==> config.mk <==
export PLATFORM = sky130hd
export DESIGN_NAME = mem_bus_router
export DESIGN_NICKNAME = d
export VERILOG_FILES = /design/src/rtl/mem_bus_pkg.sv /design/src/rtl/mem_bus_addr_decode.sv /design/src/rtl/mem_bus_router.sv
export SDC_FILE = /design/constraint.sdc
export NUM_CORES = 1
export LEC_CHECK = 0
export BUFFER_PORTS_ARGS = -buffer_cell sky130_fd_sc_hd__buf_2
export CAP_MARGIN = 25
export CORE_ASPECT_RATIO = 1.75
export CORE_MARGIN = 4
export CORE_UTILIZATION = 44
export CTS_CLUSTER_DIAMETER = 150
export CTS_CLUSTER_SIZE = 30
export DETAILED_ROUTE_END_ITERATION = 7
export PLACE_DENSITY = 0.77
export SETUP_SLACK_MARGIN = 0.5
export SYNTH_ARGS = -nofsm -noshare
export SYNTH_HDL_FRONTEND = slang
export SYNTH_HIERARCHICAL = 1
export SYNTH_SLANG_ARGS = --single-unit
==> constraint.sdc <==
create_clock -name clk -period 4.6 [get_ports clk]
set_input_delay 0.69 -clock clk [delete_from_list [all_inputs] [get_ports clk]]
set_output_delay 0.69 -clock clk [all_outputs]
set_load 0.02 [all_outputs]
==> src/rtl/mem_bus_pkg.sv <==
`default_nettype none
// ============================================================================
//  Module   : mem_bus_pkg
//  Purpose  : Shared types and constants for the parametrised memory-bus
//             router: the FSM state encoding, the error cause codes and the
//             default read data returned on an error.
//  Ports    : none (package)
//  Revision : 1.0 - initial release
// ============================================================================
package mem_bus_pkg;

    // Router transaction states
    typedef enum logic [1:0] {
        IDLE = 2'd0,
        REQ  = 2'd1,
        RESP = 2'd2,
        ERR  = 2'd3
    } state_t;

    // Sticky error-log cause codes
    typedef enum logic [1:0] {
        NONE     = 2'd0,
        UNMAPPED = 2'd1,
        TIMEOUT  = 2'd2
    } err_cause_t;

    // Read data handed back to the core when an access fails
    localparam logic [31:0] c_ERR_RDATA_DEFAULT = 32'hDEAD_BEEF;

endpackage
`default_nettype wire

==> src/rtl/mem_bus_addr_decode.sv <==
`default_nettype none
// ============================================================================
//  Module   : mem_bus_addr_decode
//  Purpose  : Purely combinational base/mask address decoder. Target i
//             matches when (i_addr & mask_i) == base_i; when several targets
//             match, the lowest index wins.
//  Ports    : i_addr [31:0]      request address
//             o_hit              at least one target matches
//             o_idx [IDX_W-1:0]  index of the winning target (0 on miss)
//  Revision : 1.0 - initial release
// ============================================================================
module mem_bus_addr_decode
    import mem_bus_pkg::*;
#(
    parameter int                  N_TGT    = 3,
    parameter int                  IDX_W    = (N_TGT > 1) ? $clog2(N_TGT) : 1,
    parameter logic [N_TGT*32-1:0] TGT_BASE = {32'h2000_0000, 32'h1000_0000, 32'h0000_0000},
    parameter logic [N_TGT*32-1:0] TGT_MASK = {32'hFFFF_F000, 32'hF000_0000, 32'hFFFF_0000}
) (
    input  logic [31:0]      i_addr,
    output logic             o_hit,
    output logic [IDX_W-1:0] o_idx
);

    logic [N_TGT-1:0] w_match;

    generate
        for (genvar g = 0; g < N_TGT; g++) begin : g_match
            assign w_match[g] = ((i_addr & TGT_MASK[g*32 +: 32]) == TGT_BASE[g*32 +: 32]);
        end
    endgenerate

    // Scan from the top down so the lowest matching index is the last write.
    always_comb begin
        o_hit = |w_match;
        o_idx = '0;
        for (int i = N_TGT - 1; i >= 0; i--) begin
            if (w_match[i]) begin
                o_idx = IDX_W'(i);
            end
        end
    end

endmodule
`default_nettype wire

==> src/rtl/mem_bus_router.sv <==
`default_nettype none
// ============================================================================
//  Module   : mem_bus_router
//  Purpose  : Routes one picorv32-native request stream to N_TGT native-bus
//             targets by base/mask decode. The request is registered onto a
//             shared target bus; a per-transaction timer aborts hung
//             targets, and unmapped or aborted accesses complete with an
//             error response while being recorded in a sticky error log.
//  Ports    : clk, reset                  clock, async active-high reset
//             mem_valid/instr/addr/wdata/wstrb  core request
//             mem_ready, mem_rdata        core completion pulse and data
//             tgt_valid[N_TGT]            one-hot per-target request
//             tgt_instr/addr/wdata/wstrb  registered shared target bus
//             tgt_ready[N_TGT], tgt_rdata per-target completion and data
//             err_clear                   clears the error log
//             err_valid/cause/addr/count  sticky error log
//  Revision : 1.0 - initial release
// ============================================================================
module mem_bus_router
    import mem_bus_pkg::*;
#(
    parameter int                  N_TGT     = 3,
    parameter logic [N_TGT*32-1:0] TGT_BASE  = {32'h2000_0000, 32'h1000_0000, 32'h0000_0000},
    parameter logic [N_TGT*32-1:0] TGT_MASK  = {32'hFFFF_F000, 32'hF000_0000, 32'hFFFF_0000},
    parameter int                  TIMEOUT   = 256,
    parameter logic [31:0]         ERR_RDATA = c_ERR_RDATA_DEFAULT
) (
    input  logic                clk,
    input  logic                reset,
    input  logic                mem_valid,
    input  logic                mem_instr,
    input  logic [31:0]         mem_addr,
    input  logic [31:0]         mem_wdata,
    input  logic [3:0]          mem_wstrb,
    output logic                mem_ready,
    output logic [31:0]         mem_rdata,
    output logic [N_TGT-1:0]    tgt_valid,
    output logic                tgt_instr,
    output logic [31:0]         tgt_addr,
    output logic [31:0]         tgt_wdata,
    output logic [3:0]          tgt_wstrb,
    input  logic [N_TGT-1:0]    tgt_ready,
    input  logic [N_TGT*32-1:0] tgt_rdata,
    input  logic                err_clear,
    output logic                err_valid,
    output logic [1:0]          err_cause,
    output logic [31:0]         err_addr,
    output logic [7:0]          err_count
);

    localparam int                  c_IDX_W     = (N_TGT > 1) ? $clog2(N_TGT) : 1;
    localparam int                  c_TMR_W     = $clog2(TIMEOUT);
    localparam logic [c_TMR_W-1:0]  c_TMR_LIMIT = c_TMR_W'(TIMEOUT - 1);

    // ------------------------------------------------------------------
    // Registered state
    // ------------------------------------------------------------------
    state_t               r_state;
    logic [c_IDX_W-1:0]   r_idx;
    logic [c_TMR_W-1:0]   r_timer;
    logic [N_TGT-1:0]     r_tgt_valid;
    logic                 r_tgt_instr;
    logic [31:0]          r_tgt_addr;
    logic [31:0]          r_tgt_wdata;
    logic [3:0]           r_tgt_wstrb;
    logic [31:0]          r_rdata;

    logic                 r_err_valid;
    err_cause_t           r_err_cause;
    logic [31:0]          r_err_addr;
    logic [7:0]           r_err_count;

    // ------------------------------------------------------------------
    // Combinational helpers
    // ------------------------------------------------------------------
    logic                 w_hit;
    logic [c_IDX_W-1:0]   w_idx;
    logic [31:0]          w_rdata_arr [N_TGT];
    logic                 w_sel_ready;
    logic [31:0]          w_sel_rdata;
    logic                 w_is_read;
    logic                 w_err_unmapped;
    logic                 w_err_timeout;
    logic                 w_err_event;
    err_cause_t           w_err_cause_new;
    logic [31:0]          w_err_addr_new;
    logic [31:0]          w_mem_rdata;

    mem_bus_addr_decode #(
        .N_TGT    (N_TGT),
        .IDX_W    (c_IDX_W),
        .TGT_BASE (TGT_BASE),
        .TGT_MASK (TGT_MASK)
    ) u_decode (
        .i_addr (mem_addr),
        .o_hit  (w_hit),
        .o_idx  (w_idx)
    );

    generate
        for (genvar g = 0; g < N_TGT; g++) begin : g_rdata
            assign w_rdata_arr[g] = tgt_rdata[g*32 +: 32];
        end
    endgenerate

    // Only the selected target's handshake is observed; others are ignored.
    assign w_sel_ready = tgt_ready[r_idx];
    assign w_sel_rdata = w_rdata_arr[r_idx];
    assign w_is_read   = (r_tgt_wstrb == 4'h0);

    // Ready in the final timer cycle still completes normally.
    assign w_err_unmapped  = (r_state == IDLE) && mem_valid && !w_hit;
    assign w_err_timeout   = (r_state == REQ) && !w_sel_ready && (r_timer == c_TMR_LIMIT);
    assign w_err_event     = w_err_unmapped || w_err_timeout;
    assign w_err_cause_new = w_err_unmapped ? UNMAPPED : mem_bus_pkg::TIMEOUT;
    assign w_err_addr_new  = w_err_unmapped ? mem_addr : r_tgt_addr;

    // ------------------------------------------------------------------
    // Transaction FSM
    // ------------------------------------------------------------------
    always_ff @(posedge clk or posedge reset) begin
        if (reset) begin
            r_state     <= IDLE;
            r_idx       <= '0;
            r_timer     <= '0;
            r_tgt_valid <= '0;
            r_tgt_instr <= 1'b0;
            r_tgt_addr  <= '0;
            r_tgt_wdata <= '0;
            r_tgt_wstrb <= '0;
            r_rdata     <= '0;
        end else begin
            case (r_state)
                IDLE: begin
                    if (mem_valid) begin
                        r_tgt_instr <= mem_instr;
                        r_tgt_addr  <= mem_addr;
                        r_tgt_wdata <= mem_wdata;
                        r_tgt_wstrb <= mem_wstrb;
                        r_timer     <= '0;
                        if (w_hit) begin
                            r_idx <= w_idx;
                            for (int i = 0; i < N_TGT; i++) begin
                                r_tgt_valid[i] <= (w_idx == c_IDX_W'(i));
                            end
                            r_state <= REQ;
                        end else begin
                            r_state <= ERR;
                        end
                    end
                end
                REQ: begin
                    if (w_sel_ready) begin
                        r_rdata     <= w_sel_rdata;
                        r_tgt_valid <= '0;
                        r_state     <= RESP;
                    end else if (r_timer == c_TMR_LIMIT) begin
                        r_tgt_valid <= '0;
                        r_state     <= ERR;
                    end else begin
                        r_timer <= r_timer + 1'b1;
                    end
                end
                RESP:    r_state <= IDLE;
                ERR:     r_state <= IDLE;
                default: r_state <= IDLE;
            endcase
        end
    end

    // ------------------------------------------------------------------
    // Sticky error log: first cause/address kept, count saturates.
    // A clear in the same cycle as a new error yields a log holding
    // just that new error.
    // ------------------------------------------------------------------
    always_ff @(posedge clk or posedge reset) begin
        if (reset) begin
            r_err_valid <= 1'b0;
            r_err_cause <= NONE;
            r_err_addr  <= '0;
            r_err_count <= '0;
        end else if (w_err_event) begin
            r_err_valid <= 1'b1;
            if (!r_err_valid || err_clear) begin
                r_err_cause <= w_err_cause_new;
                r_err_addr  <= w_err_addr_new;
            end
            if (err_clear) begin
                r_err_count <= 8'd1;
            end else if (r_err_count != 8'hFF) begin
                r_err_count <= r_err_count + 8'd1;
            end
        end else if (err_clear) begin
            r_err_valid <= 1'b0;
            r_err_cause <= NONE;
            r_err_addr  <= '0;
            r_err_count <= '0;
        end
    end

    // ------------------------------------------------------------------
    // Core response: data only for reads, zero for writes
    // ------------------------------------------------------------------
    always_comb begin
        w_mem_rdata = '0;
        if (w_is_read) begin
            if (r_state == RESP) begin
                w_mem_rdata = r_rdata;
            end else if (r_state == ERR) begin
                w_mem_rdata = ERR_RDATA;
            end
        end
    end

    assign mem_ready = (r_state == RESP) || (r_state == ERR);
    assign mem_rdata = w_mem_rdata;
    assign tgt_valid = r_tgt_valid;
    assign tgt_instr = r_tgt_instr;
    assign tgt_addr  = r_tgt_addr;
    assign tgt_wdata = r_tgt_wdata;
    assign tgt_wstrb = r_tgt_wstrb;
    assign err_valid = r_err_valid;
    assign err_cause = r_err_cause;
    assign err_addr  = r_err_addr;
    assign err_count = r_err_count;

endmodule
`default_nettype wire

==> results of run 1 <==
-- worst register-to-register path: stages (launching register included) --
cell,delay (ns)
dfrtp_1,0.54
and2b_1,0.31
o211ai_4,0.17
o21ai_2,0.20
a21oi_4,0.39
buf_4,0.36
mux2_2,0.38
-- per-stage QoR --
step / hold slack, ns / instances
floorplan: 0.442 / 803
global placement: 0.453 / 1309
detailed placement: 0.457 / 1309
CTS: 0.394 / 1341
global route: 0.425 / 1341
finish: 0.380 / 1341
-- cells by family (layout without fill, tap and decap cells) --
family | after synthesis | in the layout | share of synthesized area (%)
and+or+nand+nor | 357 | 357 | 19.5
AOI/OAI and AO/OA | 156 | 156 | 14.2
muxes | 70 | 70 | 9.49
DFF | 159 | 159 | 53.0
xor gates and xnor gates | 3 | 3 | 0.350
buffers and inverters | 56 | 367 | 3.13
adders and majority gates | 2 | 2 | 0.333
-- power by group --
part | total [mW] | internal [mW] | leakage (nW) | switching [mW]
combinational | 2.46 | 0.820 | 3.02 | 1.64
sequential | 2.33 | 1.96 | 2.04 | 0.374
clock | 1.36 | 0.755 | 0.266 | 0.600
-- path summary, 6_finish.rpt --
path	cells past startpoint	slack, ns	endpoint
max in group asynchronous	3	3.21	tgt_wdata[11]
worst min register to register	2	0.47	tgt_wdata[4]
worst min-delay path	2	0.38	r_rdata[3]
min in group clk	3	0.46	tgt_wdata[29]
worst max register to register	6	2.14	err_addr[2]
worst max-delay path	6	1.38	mem_rdata[17]
-- metal layers --
metal,up-vias,global-route usage [%],share of wire (%)
met3,48,6.51,7.6
met2,302,44.1,54
met5,-,0,0
li1,3306,-,-
met1,3231,24.7,35
met4,0,9.63,3.5
-- layout make-up --
type	instances	area [µm²]
clock buffers	18	429
clock inverters	14	134
fillers	1543	7010
inverters	5	22.5
multi-input cells	588	3320
flip-flops and latches	159	3980
well taps	227	284
repair buffers	330	1690
-- flip-flops by register name (all words and copies together) (netlist names) --
register and flops:
tgt_wdata 32, tgt_addr 32, r_timer 8, tgt_wstrb 4, r_rdata 32, err_cause 2
err_count 8, r_idx 2, tgt_valid 3, err_valid 1, err_addr 32, tgt_instr 1
r_state 2
-- synthesized netlist by cell type, drive strengths merged (3+ instances only) --
master and count:
nand2 261, dfrtp 159, mux2i 63, nor2 47
o21ai 41, a21oi 40, clkbuf 35, o2bb2ai 28
o21a 26, buf 16, and2 8, nand3 8
nor4 8, mux2 7, nand2b 7, a22o 6
inv 5, nor3 4, a211oi 3, nand4 3
xnor2 3
==> run_results.csv, run 1 <==
group,metric,value,unit
timing,hold_viol,0,
drt,drc,0,
place,gp_congestion,0.846,
place,pre_cts_slack,1.05,ns
pwr,power.total,6.14,mW
drt,drtAntennaViolNets,0,
timing,tns,0,ns
synth,yosys_register_bits,159,
pwr,power_density,623,nW/µm²
cts,clk_latency,0.42,ns
timing,slew_headroom,36.2,%
synth,synth_cell_type_count,49,
cts,clock_path_buffers,2,
drt,vias_per_cell,5.14,
setup_path,critPathKind,"register to output pin",
global_route,grt_usage,23.7,%
flow_run,cap_viol_max_count,0,
setup_path,arrival,2.53,ns
synth,yosysWarnings,6,
pwr,p_leak,5.33,nW
timing,rsz0062_at_grt,"no",
timing,worst_pin_slew,0.954,ns
floorplanning,coreArea,16900,µm²
pwr,irDropWorstVdd,460,µV
cts,cts_resized,0,
timing,report.final.slew_viol_count,0,
setup_path,path_max_fanout,25,
timing,setup_violations,0,
synth,yosysTopAreaCellShare,53.0,%
finish,final_common_cell,"buf_2",
setup_path,path_cells,"nand2b_1 -> nor4_2 -> buf_4 -> nor2b_1 -> and2_1 -> buf_2",
global_route,grt_max_degree,88,
cts,clk_pin_slew_worst_paths,0.07,ns
synth,synth_nets,977,
worst_hold_path,hold_class,"input port to asynchronous set/reset pin",
setup_path,critical-path-max-stage-delay,0.56,ns
synth,synth_area,7510,µm²
cts,h-tree-depth,4,
finish,drive_gt1_share,34.6,%
finish,synthToLayoutAreaGrowth,31.3,%
cts,tritoncts,"built",
cts,cts_hold_buffers,0,
floorplanning,pin_count,320,
status,status,"finished clean",
setup_path,rr_startpoint,"r_state[1]",
timing,period_share,70.0,%
synth,synth.area.top_cells,"dfrtp_1 (53%), nand2_1 (13%), mux2i_1 (8.3%)",
setup_path,end_kind,"output pin",
setup_path,setup.worst_path.start_class,"register",
drt,wl,22900,µm
timing,timing.fmax,0.311,GHz
cts,numCtsBuffers,17,
place,placed_area,9300,µm²
timing,min_period,3.22,ns
setup_path,path_buf_inv,2,
setup_path,path_delay_family,"simple AND/OR/NAND/NOR gates",
synth,synthCells,803,
floorplanning,die_w,107,µm
synth,synth_ff_type,"dfrtp_1",
finish,fin_area,9860,µm²
drt,vias,6887,
synth,synth.avg_cell_area,9.36,µm²
setup_path,startpoint,"r_state[1]",
drt,first_iter_violations,367,
setup_path,cp.required,3.91,ns
floorplanning,die_h,181,µm
synth,async_flop_share,100,%
timing,layout_setup_ws,1.38,ns
global_route,grt_pass1_vias,7095,
global_route,antenna_found_initial,0,
synth,yosysSeqAreaShare,53.0,%
finish,diodes,0,
cts,root_buffer,"clkbuf_16",
synth,synth_edf_count,0,
floorplanning,start_util,44.5,%
floorplanning,die_area,19300,µm²
global_route,grt-ovfl-total,0,
synth,yosysTopAreaCell,"dfrtp_1",
global_route,grt_pass1_wl,36200,µm
place,hpwl,16900,µm
finish,layout.nets,1275,
finish,final_util,58.5,%
finish,mostFrequentLayoutCells,"buf_2 (319), nand2_1 (258), dfrtp_1 (158)",
cts,cts.sinks,159,
drt,wl_per_cell,17.0,µm
setup_path,cp_slowest_cell,"nor2b_1",
cts,cts_setup_buffers,0,
floorplanning,rows,63,
place,io_buffers,319,
timing,skew,0.0106,ns
drt,drt_first_pass_iters,7,
Note: power is estimated with default switching activity, not from simulation.
==> run 2: changes to the inputs <==
--- a/config.mk
+++ b/config.mk
@@ -9,11 +9,11 @@
 export CAP_MARGIN = 25
 export CORE_ASPECT_RATIO = 1.75
 export CORE_MARGIN = 4
-export CORE_UTILIZATION = 44
+export CORE_UTILIZATION = 48
 export CTS_CLUSTER_DIAMETER = 150
 export CTS_CLUSTER_SIZE = 30
 export DETAILED_ROUTE_END_ITERATION = 7
-export PLACE_DENSITY = 0.77
+export PLACE_DENSITY = 0.79
 export SETUP_SLACK_MARGIN = 0.5
 export SYNTH_ARGS = -nofsm -noshare
 export SYNTH_HDL_FRONTEND = slang
==> constraint.sdc (replaced) <==
create_clock -name clk -period 3.3 [get_ports clk]
set_input_delay 0.495 -clock clk [delete_from_list [all_inputs] [get_ports clk]]
set_output_delay 0.495 -clock clk [all_outputs]
set_load 0.02 [all_outputs]
==> run_results.csv, run 2 (same netlist as run 1, synthesis figures left out) <==
group,metric,value,unit
status,status,"finished clean",
setup_path,cp.depth,10,
finish,final_cells,1304,
timing,timing.fmax,0.392,GHz
setup_path,path_max_fanout,16,
drt,wl,22400,µm
timing,rsz0062_at_grt,"no",
global_route,grt-ovfl-total,0,
floorplanning,start_util,48.8,%
timing,skew,0.0189,ns
cts,clk_latency,0.42,ns
global_route,grt_pass1_wl,35300,µm
place,placed_area,9280,µm²
finish,fillers,1359,
global_route,antenna_found_initial,0,
finish,mostFrequentLayoutCells,"buf_2 (319), nand2_1 (258), dfrtp_1 (158)",
floorplanning,coreArea,15400,µm²
flow_run,cap_viol_max_count,0,
pwr,power_density,880,nW/µm²
cts,tritoncts,"built",
timing,report.final.slew_viol_count,0,
timing,fin_hold_ws,0.258,ns
setup_path,end_kind,"register",
setup_path,critical-path-max-stage-delay,0.44,ns
timing,period_share,77.4,%
finish,fin_area,9880,µm²
finish,layout.nets,1279,
drt,drt_first_pass_iters,5,
timing,hold_viol,0,
setup_path,reg2reg_depth,6,
setup_path,cp_slowest_cell,"nor4_1",
setup_path,rr_startpoint,"r_timer[0]",
floorplanning,die_area,17800,µm²
setup_path,ff2ff_setup_slack,1.05,ns
setup_path,critPathKind,"input port to register",
cts,cts.sinks,159,
drt,wl_per_cell,17.1,µm
cts,root_buffer,"clkbuf_16",
setup_path,rr_endpoint,"err_addr[31]",
place,hpwl,16500,µm
setup_path,path_buf_inv,4,
setup_path,startpoint,"mem_addr[17]",
cts,clk_pin_slew_worst_paths,0.07,ns
drt,vias_per_cell,5.29,
drt,first_iter_violations,241,
drt,drc,0,
place,gp_congestion,0.831,
finish,seq_area,3980,µm²
cts,cts_setup_buffers,0,
setup_path,endpoint,"err_addr[15]",
setup_path,arrival,2.83,ns
worst_hold_path,hold_class,"input port to register",
timing,tns,0,ns
floorplanning,rows,60,
pwr,irDropWorstVdd,491,µV
cts,cts_hold_buffers,0,
setup_path,setup.worst_path.start_class,"input port",
global_route,grt_max_degree,160,
timing,slew_headroom,36.4,%
cts,numCtsBuffers,17,
floorplanning,die_h,174,µm
cts,cts_resized,0,
floorplanning,pin_count,320,
setup_path,path_delay_family,"buffers and inverters",
timing,worst_pin_slew,0.951,ns
global_route,grt_pass1_vias,6979,
drt,drtAntennaViolNets,0,
floorplanning,die_w,103,µm
worst_hold_path,whs_path_depth,3,
global_route,grt_usage,25.1,%
cts,clock_path_buffers,2,
finish,synthToLayoutAreaGrowth,31.5,%
finish,multi_input_area,3320,µm²
finish,drive_gt1_share,35.0,%
setup_path,crit_top_cell,"buf_4",
finish,diodes,0,
drt,vias,6900,
place,io_buffers,319,
finish,final_common_cell,"buf_2",
pwr,p_leak,5.37,nW
timing,min_period,2.55,ns
cts,h-tree-depth,4,
timing,setup_violations,0,
setup_path,path_cells,"buf_2 -> nor4_1 -> buf_4 -> nand3_1 -> a221oi_2 -> nand2b_2 -> buf_4 -> buf_4 -> mux2i_1 -> o2bb2ai_1",
setup_path,cp.required,3.58,ns
place,dp.cells,1272,
run 2: per-layer routing:
layer	share of wire [%]	global-route usage [%]	vias up
li1	-	-	3325
met5	0	0	-
met2	53	44.2	268
met1	36	28.7	3269
met3	8.0	6.00	38
met4	2.8	9.85	0
run 2: how the worst min path moves through the flow:
stage,from,to,slack [ns]
floorplan,r_rdata[14],r_rdata[14],0.44
global placement,tgt_wdata[28],tgt_wdata[28],0.45
detailed placement,tgt_wdata[5],tgt_wdata[5],0.46
CTS,mem_wdata[30],tgt_wdata[30],0.24
global route,mem_wdata[12],tgt_wdata[12],0.26
finish,mem_wdata[30],tgt_wdata[30],0.26
run 2: cell type report:
class,instances,share of cell area [%]
Sequential cell,159,40.3
Multi-Input combinational cell,588,33.6
Timing Repair Buffer,334,17.4
Clock buffer,18,4.34
Tap cell,186,2.36
Clock inverter,14,1.71
Inverter,5,0.228
run 2: tightest hold or removal path: stages:
cell     delay (ns)
buf_2          0.07
nand2_1        0.04
nand2_1        0.04
run 2: where the power goes:
part	internal [mW]	switching, mW	total (mW)
clock	1.09	0.909	2.00
sequential	2.72	0.534	3.26
combinational	1.15	2.28	3.44
run 2: through the flow:
step                total power [mW]  worst slack (ns)  utilization (%)
floorplan                       5.42             0.790                -
global placement                6.65             0.317             60.3
detailed placement              6.75             0.302             60.3
CTS                             8.77             0.509             64.2
global route                    9.27             0.580             64.2
finish                          8.69             0.746             64.2
==> run 3: changes to the inputs <==
==> constraint.sdc (replaced) <==
create_clock -name clk -period 2.6 [get_ports clk]
set_input_delay 0.39 -clock clk [delete_from_list [all_inputs] [get_ports clk]]
set_output_delay 0.39 -clock clk [all_outputs]
set_load 0.02 [all_outputs]
==> run_results.csv, run 3 (same netlist as run 1, synthesis figures left out) <==
group,metric,value,unit
status,status,"finished clean",
drt,drtAntennaViolNets,0,
global_route,grt_usage,25.1,%
drt,vias_per_cell,5.27,
drt,drt_first_pass_iters,4,
global_route,grt_pass1_wl,35300,µm
drt,drc,0,
floorplanning,pin_count,320,
place,pre_cts_slack,0.0825,ns
timing,layout_setup_ws,0.356,ns
floorplanning,die_area,17800,µm²
cts,clock_path_buffers,2,
global_route,grt_pass1_vias,7096,
setup_path,end_kind,"output pin",
finish,final_common_cell,"buf_2",
timing,timing.fmax,0.446,GHz
finish,drive_gt1_share,37.0,%
timing,min_period,2.24,ns
setup_path,path_cells,"nand2b_4 -> nor4_4 -> nor2b_1 -> buf_4 -> and2_1 -> buf_6",
timing,skew,0.0117,ns
floorplanning,die_w,103,µm
timing,setup_violations,0,
setup_path,path_delay_family,"simple AND/OR/NAND/NOR gates",
timing,hold_viol,0,
timing,slew_headroom,50.1,%
finish,synthToLayoutAreaGrowth,36.1,%
cts,cts.sinks,159,
setup_path,arrival,1.85,ns
global_route,grt_max_degree,65,
pwr,power_density,1080,nW/µm²
place,io_buffers,319,
drt,vias,6946,
cts,clk_latency,0.42,ns
setup_path,cp.required,2.21,ns
finish,layout.nets,1292,
cts,cts_hold_buffers,0,
cts,tritoncts,"built",
worst_hold_path,hold_class,"input port to asynchronous set/reset pin",
cts,root_buffer,"clkbuf_16",
setup_path,path_max_fanout,8,
drt,wl_per_cell,17.0,µm
setup_path,critical-path-max-stage-delay,0.41,ns
place,gp_congestion,0.883,
flow_run,cap_viol_max_count,0,
timing,period_share,86.3,%
timing,fin_hold_ws,0.0954,ns
global_route,antenna_found_initial,0,
setup_path,path_buf_inv,2,
floorplanning,start_util,48.8,%
timing,report.final.slew_viol_count,0,
timing,tns,0,ns
place,hpwl,16900,µm
finish,diodes,0,
timing,rsz0062_at_grt,"yes",
pwr,p_leak,5.49,nW
setup_path,cp_slowest_cell,"dfrtp_1",
setup_path,ff2ff_setup_slack,0.61,ns
cts,numCtsBuffers,17,
pwr,irDropWorstVdd,771,µV
setup_path,setup.worst_path.start_class,"register",
floorplanning,die_h,174,µm
floorplanning,rows,60,
cts,h-tree-depth,4,
setup_path,critPathKind,"register to output pin",
cts,clk_pin_slew_worst_paths,0.07,ns
timing,worst_pin_slew,0.746,ns
global_route,grt-ovfl-total,0,
drt,first_iter_violations,297,
finish,mostFrequentLayoutCells,"buf_2 (305), nand2_1 (258), dfrtp_1 (157)",
floorplanning,coreArea,15400,µm²
drt,wl,22300,µm
[run 3: cell types whose count changed in the layout (fill, tap and decap cells not counted), sizes merged]
| cell | delta |
|---|---|
| buf | +13 |
| bufinv | -1 |
| clkbuf | +1 |
| clkinv | -1 |
| clkinvlp | +1 |
[run 3: final cells by class]
class,count,area (µm²)
Clock buffer,19,453
Clock inverter,13,118
Fill cell,1255,5160
Inverter,5,22.5
Multi-Input combinational cell,588,3460
Sequential cell,159,3980
Tap cell,186,233
Timing Repair Buffer,347,1960
[run 3: path summary, 6_finish.rpt]
kind | depth (start not counted) | from | to
worst max-delay path | 6 | tgt_wstrb[3] | mem_rdata[24]
worst min-delay path | 2 | reset | tgt_addr[14]
worst max register to register | 6 | r_timer[0] | err_count[5]
worst min register to register | 2 | tgt_wdata[6] | tgt_wdata[6]
max in group asynchronous | 3 | reset | err_addr[18]
min in group clk | 3 | mem_wdata[16] | tgt_wdata[16]
[run 3: what timing repair did]
item                       4_1_cts  5_1_grt
pin swaps                        3        7
setup buffers                    1        1
resized for setup               34       12
setup endpoints to repair       32       71
[run 3: metal layers]
layer / up-vias / GRT usage (%) / share of wire [%]
met3: 52 / 5.11 / 7.1
met2: 273 / 45.3 / 53
met4: 0 / 10.7 / 3.7
li1: 3346 / - / -
met5: - / 0 / 0
met1: 3275 / 27.7 / 36
[run 3: worst register-to-register path, delay by kind of cell (launching register included)]
family	cells	cell delay [ns]
AND/OR/NAND/NOR	3	0.93
adder cells (fa/ha/maj)	1	0.22
AO/OA/AOI/OAI	2	0.40
flip-flops	1	0.38
[run 3: metrics by stage]
step	instances	area, µm²	power (mW)	utilization (%)
after floorplan	803	7610	6.93	-
after global placement	1283	9480	8.53	61.6
after detailed placement	1283	9480	8.66	61.6
after CTS	1316	10200	11.1	66.0
after global routing	1317	10200	11.8	66.5
final	1317	10200	11.1	66.5
[run 3: power by group]
group	switching (mW)	total [mW]	internal, mW	leakage [nW]
Combinational	2.97	4.58	1.62	3.18
Clock	1.08	2.39	1.31	0.273
Sequential	0.659	4.12	3.46	2.04
Total	4.70	11.1	6.39	5.49
